## src/rtl/alu_result_queue.sv

```systemverilog
// alu_result_queue
//   Result-capture FIFO between the combinational ALU and the register-file
//   write port. Each accepted ALU result is stored together with its
//   destination index and {Z,V,N,C} flags. It is then presented to writeback
//   through a valid/ready handshake. Sticky overflow/carry status is kept for
//   software-visible exception reporting.
//
//   Optional feature: define ALU_RQ_BYPASS_EN to pass an input straight to the
//   head outputs when the queue is empty and writeback is ready. In that case
//   the entry is not stored.
//
// Parameters
//   DEPTH       FIFO entries (power of two, >= 2)
//   RD_W        destination register index width
// Ports
//   clk         rising-edge clock
//   rst_n       synchronous active-low reset
//   in_valid    ALU result present           in_ready   queue can accept
//   in_out      ALU result word              in_rd      destination register
//   in_zero/in_ovf/in_neg/in_carry           ALU flags
//   out_valid   head entry valid             out_ready  writeback consumes head
//   out_data    head result                  out_flags  head flags {Z,V,N,C}
//   out_rd      head destination             count      occupied entries
//   status      sticky {V,C}                 status_clr clear sticky status

module alu_result_queue #(
    parameter int unsigned DEPTH = 4,
    parameter int unsigned RD_W  = 5
) (
    input  logic                       clk,
    input  logic                       rst_n,
    input  logic                       in_valid,
    output logic                       in_ready,
    input  logic [31:0]                in_out,
    input  logic                       in_zero,
    input  logic                       in_ovf,
    input  logic                       in_neg,
    input  logic                       in_carry,
    input  logic [RD_W-1:0]            in_rd,
    output logic                       out_valid,
    input  logic                       out_ready,
    output logic [31:0]                out_data,
    output logic [3:0]                 out_flags,
    output logic [RD_W-1:0]            out_rd,
    output logic [$clog2(DEPTH):0]     count,
    output logic [1:0]                 status,
    input  logic                       status_clr
);

    localparam int unsigned PTR_W = $clog2(DEPTH);
    localparam int unsigned CNT_W = PTR_W + 1;
    localparam logic [CNT_W-1:0] FULL = CNT_W'(DEPTH);

    logic [31:0]       data_q  [DEPTH];
    logic [3:0]        flags_q [DEPTH];
    logic [RD_W-1:0]   rd_q    [DEPTH];

    logic [PTR_W-1:0]  wr_ptr_q, wr_ptr_d;
    logic [PTR_W-1:0]  rd_ptr_q, rd_ptr_d;
    logic [CNT_W-1:0]  count_q,  count_d;
    logic [1:0]        status_q, status_d;

    logic              accept;
    logic              bypass;
    logic              push;
    logic              pop;

    // in_ready is held low during reset and is never a function of out_ready.
    assign in_ready = rst_n & (count_q < FULL);
    assign accept   = in_valid & in_ready;

`ifdef ALU_RQ_BYPASS_EN
    assign bypass = accept & out_ready & (count_q == '0) & (in_rd != '0);
`else
    assign bypass = 1'b0;
`endif

    // Entries addressed to register 0 complete the handshake but are dropped.
    assign push = accept & (in_rd != '0) & ~bypass;
    assign pop  = (count_q != '0) & out_ready;

    always_comb begin
        wr_ptr_d = wr_ptr_q;
        rd_ptr_d = rd_ptr_q;
        count_d  = count_q;
        if (push) wr_ptr_d = wr_ptr_q + 1'b1;
        if (pop)  rd_ptr_d = rd_ptr_q + 1'b1;
        case ({push, pop})
            2'b10:   count_d = count_q + 1'b1;
            2'b01:   count_d = count_q - 1'b1;
            default: count_d = count_q;
        endcase
    end

    // A clear only removes bits that are not being set on the same edge.
    always_comb begin
        status_d = status_clr ? 2'b00 : status_q;
        if (accept) status_d = status_d | {in_ovf, in_carry};
    end

    always_ff @(posedge clk) begin
        if (!rst_n) begin
            wr_ptr_q <= '0;
            rd_ptr_q <= '0;
            count_q  <= '0;
            status_q <= '0;
        end else begin
            wr_ptr_q <= wr_ptr_d;
            rd_ptr_q <= rd_ptr_d;
            count_q  <= count_d;
            status_q <= status_d;
        end
    end

    // Storage needs no reset; the head outputs are gated by occupancy.
    always_ff @(posedge clk) begin
        if (push) begin
            data_q[wr_ptr_q]  <= in_out;
            flags_q[wr_ptr_q] <= {in_zero, in_ovf, in_neg, in_carry};
            rd_q[wr_ptr_q]    <= in_rd;
        end
    end

    always_comb begin
        out_valid = 1'b0;
        out_data  = '0;
        out_flags = '0;
        out_rd    = '0;
        if (count_q != '0) begin
            out_valid = 1'b1;
            out_data  = data_q[rd_ptr_q];
            out_flags = flags_q[rd_ptr_q];
            out_rd    = rd_q[rd_ptr_q];
        end else if (bypass) begin
            out_valid = 1'b1;
            out_data  = in_out;
            out_flags = {in_zero, in_ovf, in_neg, in_carry};
            out_rd    = in_rd;
        end
    end

    assign count  = count_q;
    assign status = status_q;

endmodule
```

## config.mk

```make
export PLATFORM = sky130hd
export DESIGN_NAME = alu_result_queue
export DESIGN_NICKNAME = d
export VERILOG_FILES = /design/src/rtl/alu_result_queue.sv
export SDC_FILE = /design/constraint.sdc
export NUM_CORES = 1
export LEC_CHECK = 0
export CORE_MARGIN = 1
export CORE_UTILIZATION = 40
export CTS_CLUSTER_SIZE = 24
export DETAILED_ROUTE_END_ITERATION = 12
export PLACE_DENSITY = 0.72
export SYNTH_ARGS = -nofsm -noshare
export SYNTH_HDL_FRONTEND = slang
export SYNTH_SLANG_ARGS = --single-unit
```

## constraint.sdc

```tcl
create_clock -name clk -period 2.3 [get_ports clk]
set_input_delay 0.345 -clock clk [delete_from_list [all_inputs] [get_ports clk]]
set_output_delay 0.345 -clock clk [all_outputs]
set_load 0.1 [all_outputs]
```

==> results.txt <==
Global Route Usage Sum = 16.04%
R2R Setup Slk = 0.30 ns
Total number of vias = 3362
Syn Inst Count = 321
FF-to-FF path depth = 9
Post-DP HPWL = 8288 um
Placer congestion estimate = 0.6983
Warnings from Yosys = 0
CP Capture Type = primary output
CP Class = flip-flop to primary output
Post-layout minimum cycle time = 2.253 ns
Clock Tree Buf Depth = 2
First-pass GRT wire length = 20540 um
Placed insts = 643
Via density = 4.966
Final setup fails = 0
Area grow syn2layout = 42.47%
Worst-path maximum fanout = 9
Fin nets = 496
Post-synth ARST share = 0%
Worst Path Required = 1.96 ns
Rows = 47
Syn nets = 373
Simple-Gate Fraction of Synth Area = 5.509%
Routed Antenna Nets = 0
Crit path cell chain = buf_8, mux4_2, nor2b_4, buf_12
Commonest non-fill, non-tap cell in the layout = edfxtp_1
Slew Limit Fails = 0
Register area share after synthesis = 76.02%
Vias in the first global route = 3677
Clk Latency, worst-skew pair = 0.42 ns
Routed WL = 12810 um
Worst vdd ir = 1.165 mV
Largest family of logic cells by synthesized area = multiplexers
CTS root buffer = clkbuf_16
Startpoint Class = flip-flop
Pwr/cell area = 1469 nW/um^2
FMAX = 443.8 MHz
RR Startpoint = count[2]
Remaining Overflow, GRT = 0
Worst Hold Class = input pin to flip-flop
WHS Endpoint = rd_q[2][0]
Initial Util = 40.96%
#FFs+latches synth = 175
Status = completed
Initial DRC Count = 218
Ys flop type = edfxtp_1
Final period utilization = 97.98%
Largest net degree at the start of global routing = 29
CTS tree = built
Die H = 132.1 um
RSZ-0062 raised after global routing = yes
CORE AREA = 16520 sq um
Max H-tree Level = 4
Num CTS Buffers = 17
Clock sink count = 175
Number of diodes = 0
Max-Cap Viols = 0
Overall power = 0.01417 W
Mean Syn Cell Area = 21.08 sq um
Worst hold start = in_rd[0]
# port buffers = 93
# IOs = 94
WHS Path Cells = 1
Xor/xnor share of the synthesized area = 0.5177%
R2R Path End = count[2]
WL/cell = 18.92 um
DRC = 0
Die ar. = 17440 sq um
Distinct cells, synth = 29
Initial antenna violation count = 0
Hold Buf Count CTS = 0
Clock transition at the registers of the reported paths = 0.06 ns
Post-synth EDFFs = 164
Synth Area in Adders = 1.220%
Share of cells above drive strength 1 = 43.76%
Relative slew slack = 69.35%
Delay of the slowest critical-path stage = 0.52 ns
Layout Cells excl Fill = 677
Hold violation count in the final report = 0
Commonest cells after routing, fill and taps aside = edfxtp_1 (164), buf_12 (56), mux4_2 (41), nor2b_4 (41), clkdlybuf4s50_1 (41)
DRT Pass-1 Iters = 7
Post-Synthesis Cell Area = 6768 sq um
Worst Tran Pin Value = 0.4540 ns
Leak = 3.278 nW
Clock skew = 0.007004 ns
Crit path DAT = 1.91 ns
Post-synthesis compound-gate area fraction = 1.128%
Die width = 132.1 um
Mux share of post-synthesis cell area = 13.79%
Worst path slowest cell = mux4_2
==> logic make-up after synthesis <==
group	Yosys count
simple gates	61
compound gates	10
fa+ha+maj	6
flops	175
xor+xnor	4
buf+inv	23
mux	42
==> Yosys cell counts (4+ instances only) <==
master / n / area share, %
ha_1: 5 / 0.92
xor2_1: 4 / 0.52
nor2_1: 9 / 0.50
buf_2: 5 / 0.37
edfxtp_1: 164 / 73
a21oi_1: 4 / 0.30
nor2b_1: 43 / 4.0
mux4_2: 41 / 14
dfxtp_1: 11 / 3.3
clkbuf_1: 4 / 0.22
and2_2: 4 / 0.44
inv_1: 7 / 0.39
buf_6: 4 / 0.67
==> layout make-up <==
type                            count  area [sq um]
Clock buffer                       19         432.9
Clock inverter                     13         193.9
Fill cell                        1166          6883
Inverter                            9         36.28
Multi-Input combinational cell    123          1833
Sequential cell                   175          5156
Tap cell                          220         275.3
Timing Repair Buffer              118          1714
==> metal layers <==
metal  vias to the layer above  wire (um)  global-route usage [%]
li1                       1521          -                       -
met1                      1742       5670                   21.04
met2                        89       6404                   26.01
met3                        10        606                   4.268
met4                         0        125                   5.426
met5                         -          0                       0
==> report_power, final <==
part,total [W],internal [W],switching [W]
Sequential,0.00386,0.00372,0.000141
Combinational,0.00730,0.00283,0.00447
Clock,0.00301,0.00191,0.00110
==> worst max path at each step <==
| stage | end | slack, ns | start |
|---|---|---|---|
| 6_report | out_rd[3] | 0.05 | flip-flop |
| 3_5_place_dp | count[2] | -0.62 | in_rd[0] |
| 2_1_floorplan | out_data[0] | -0.07 | count[0] |
| 3_3_place_gp | count[2] | -0.52 | in_rd[0] |
| 4_1_cts | out_data[31] | 0.002 | flip-flop |
| 5_1_grt | out_data[27] | -0.03 | flip-flop |
==> repair_timing <==
action                                  in CTS  in global routing
endpoints found under the setup margin      29                 22
gates cloned                                 1                  0
pin swaps                                    0                  0
buffers inserted                             1                  0
resized for setup                            8                  6
==> state kept, by name, indices dropped and copies added (netlist names), named ones only <==
register and count:
wr_ptr_q 2, rd_ptr_q 2, count 3, status 2, flags_q 16, rd_q 20, data_q 128
==> worst max-delay path, delay by kind of cell, from the launching register on <==
kind	cells	cell delay [ns]
multiplexers	1	0.52
buffers and inverters	2	0.36
flip-flops	1	0.45
AND/OR/NAND/NOR	1	0.15
==> through the flow <==
stage / setup TNS, ns / hold WS [ns] / setup WS (ns) / cell area, sq um / utilization, %
floorplan: -2.008 / 0.4439 / -0.06693 / 7091 / -
global placement: -22.60 / 0.4938 / -0.5188 / 8971 / 54.29
detailed placement: -29.69 / 0.5070 / -0.6214 / 8971 / 54.29
CTS: 0 / 0.3246 / 0.002441 / 9641 / 58.34
global route: -0.2548 / 0.1744 / -0.03126 / 9642 / 58.35
finish: 0 / 0.1711 / 0.04654 / 9642 / 58.35
(Power assumes the default switching activity.)
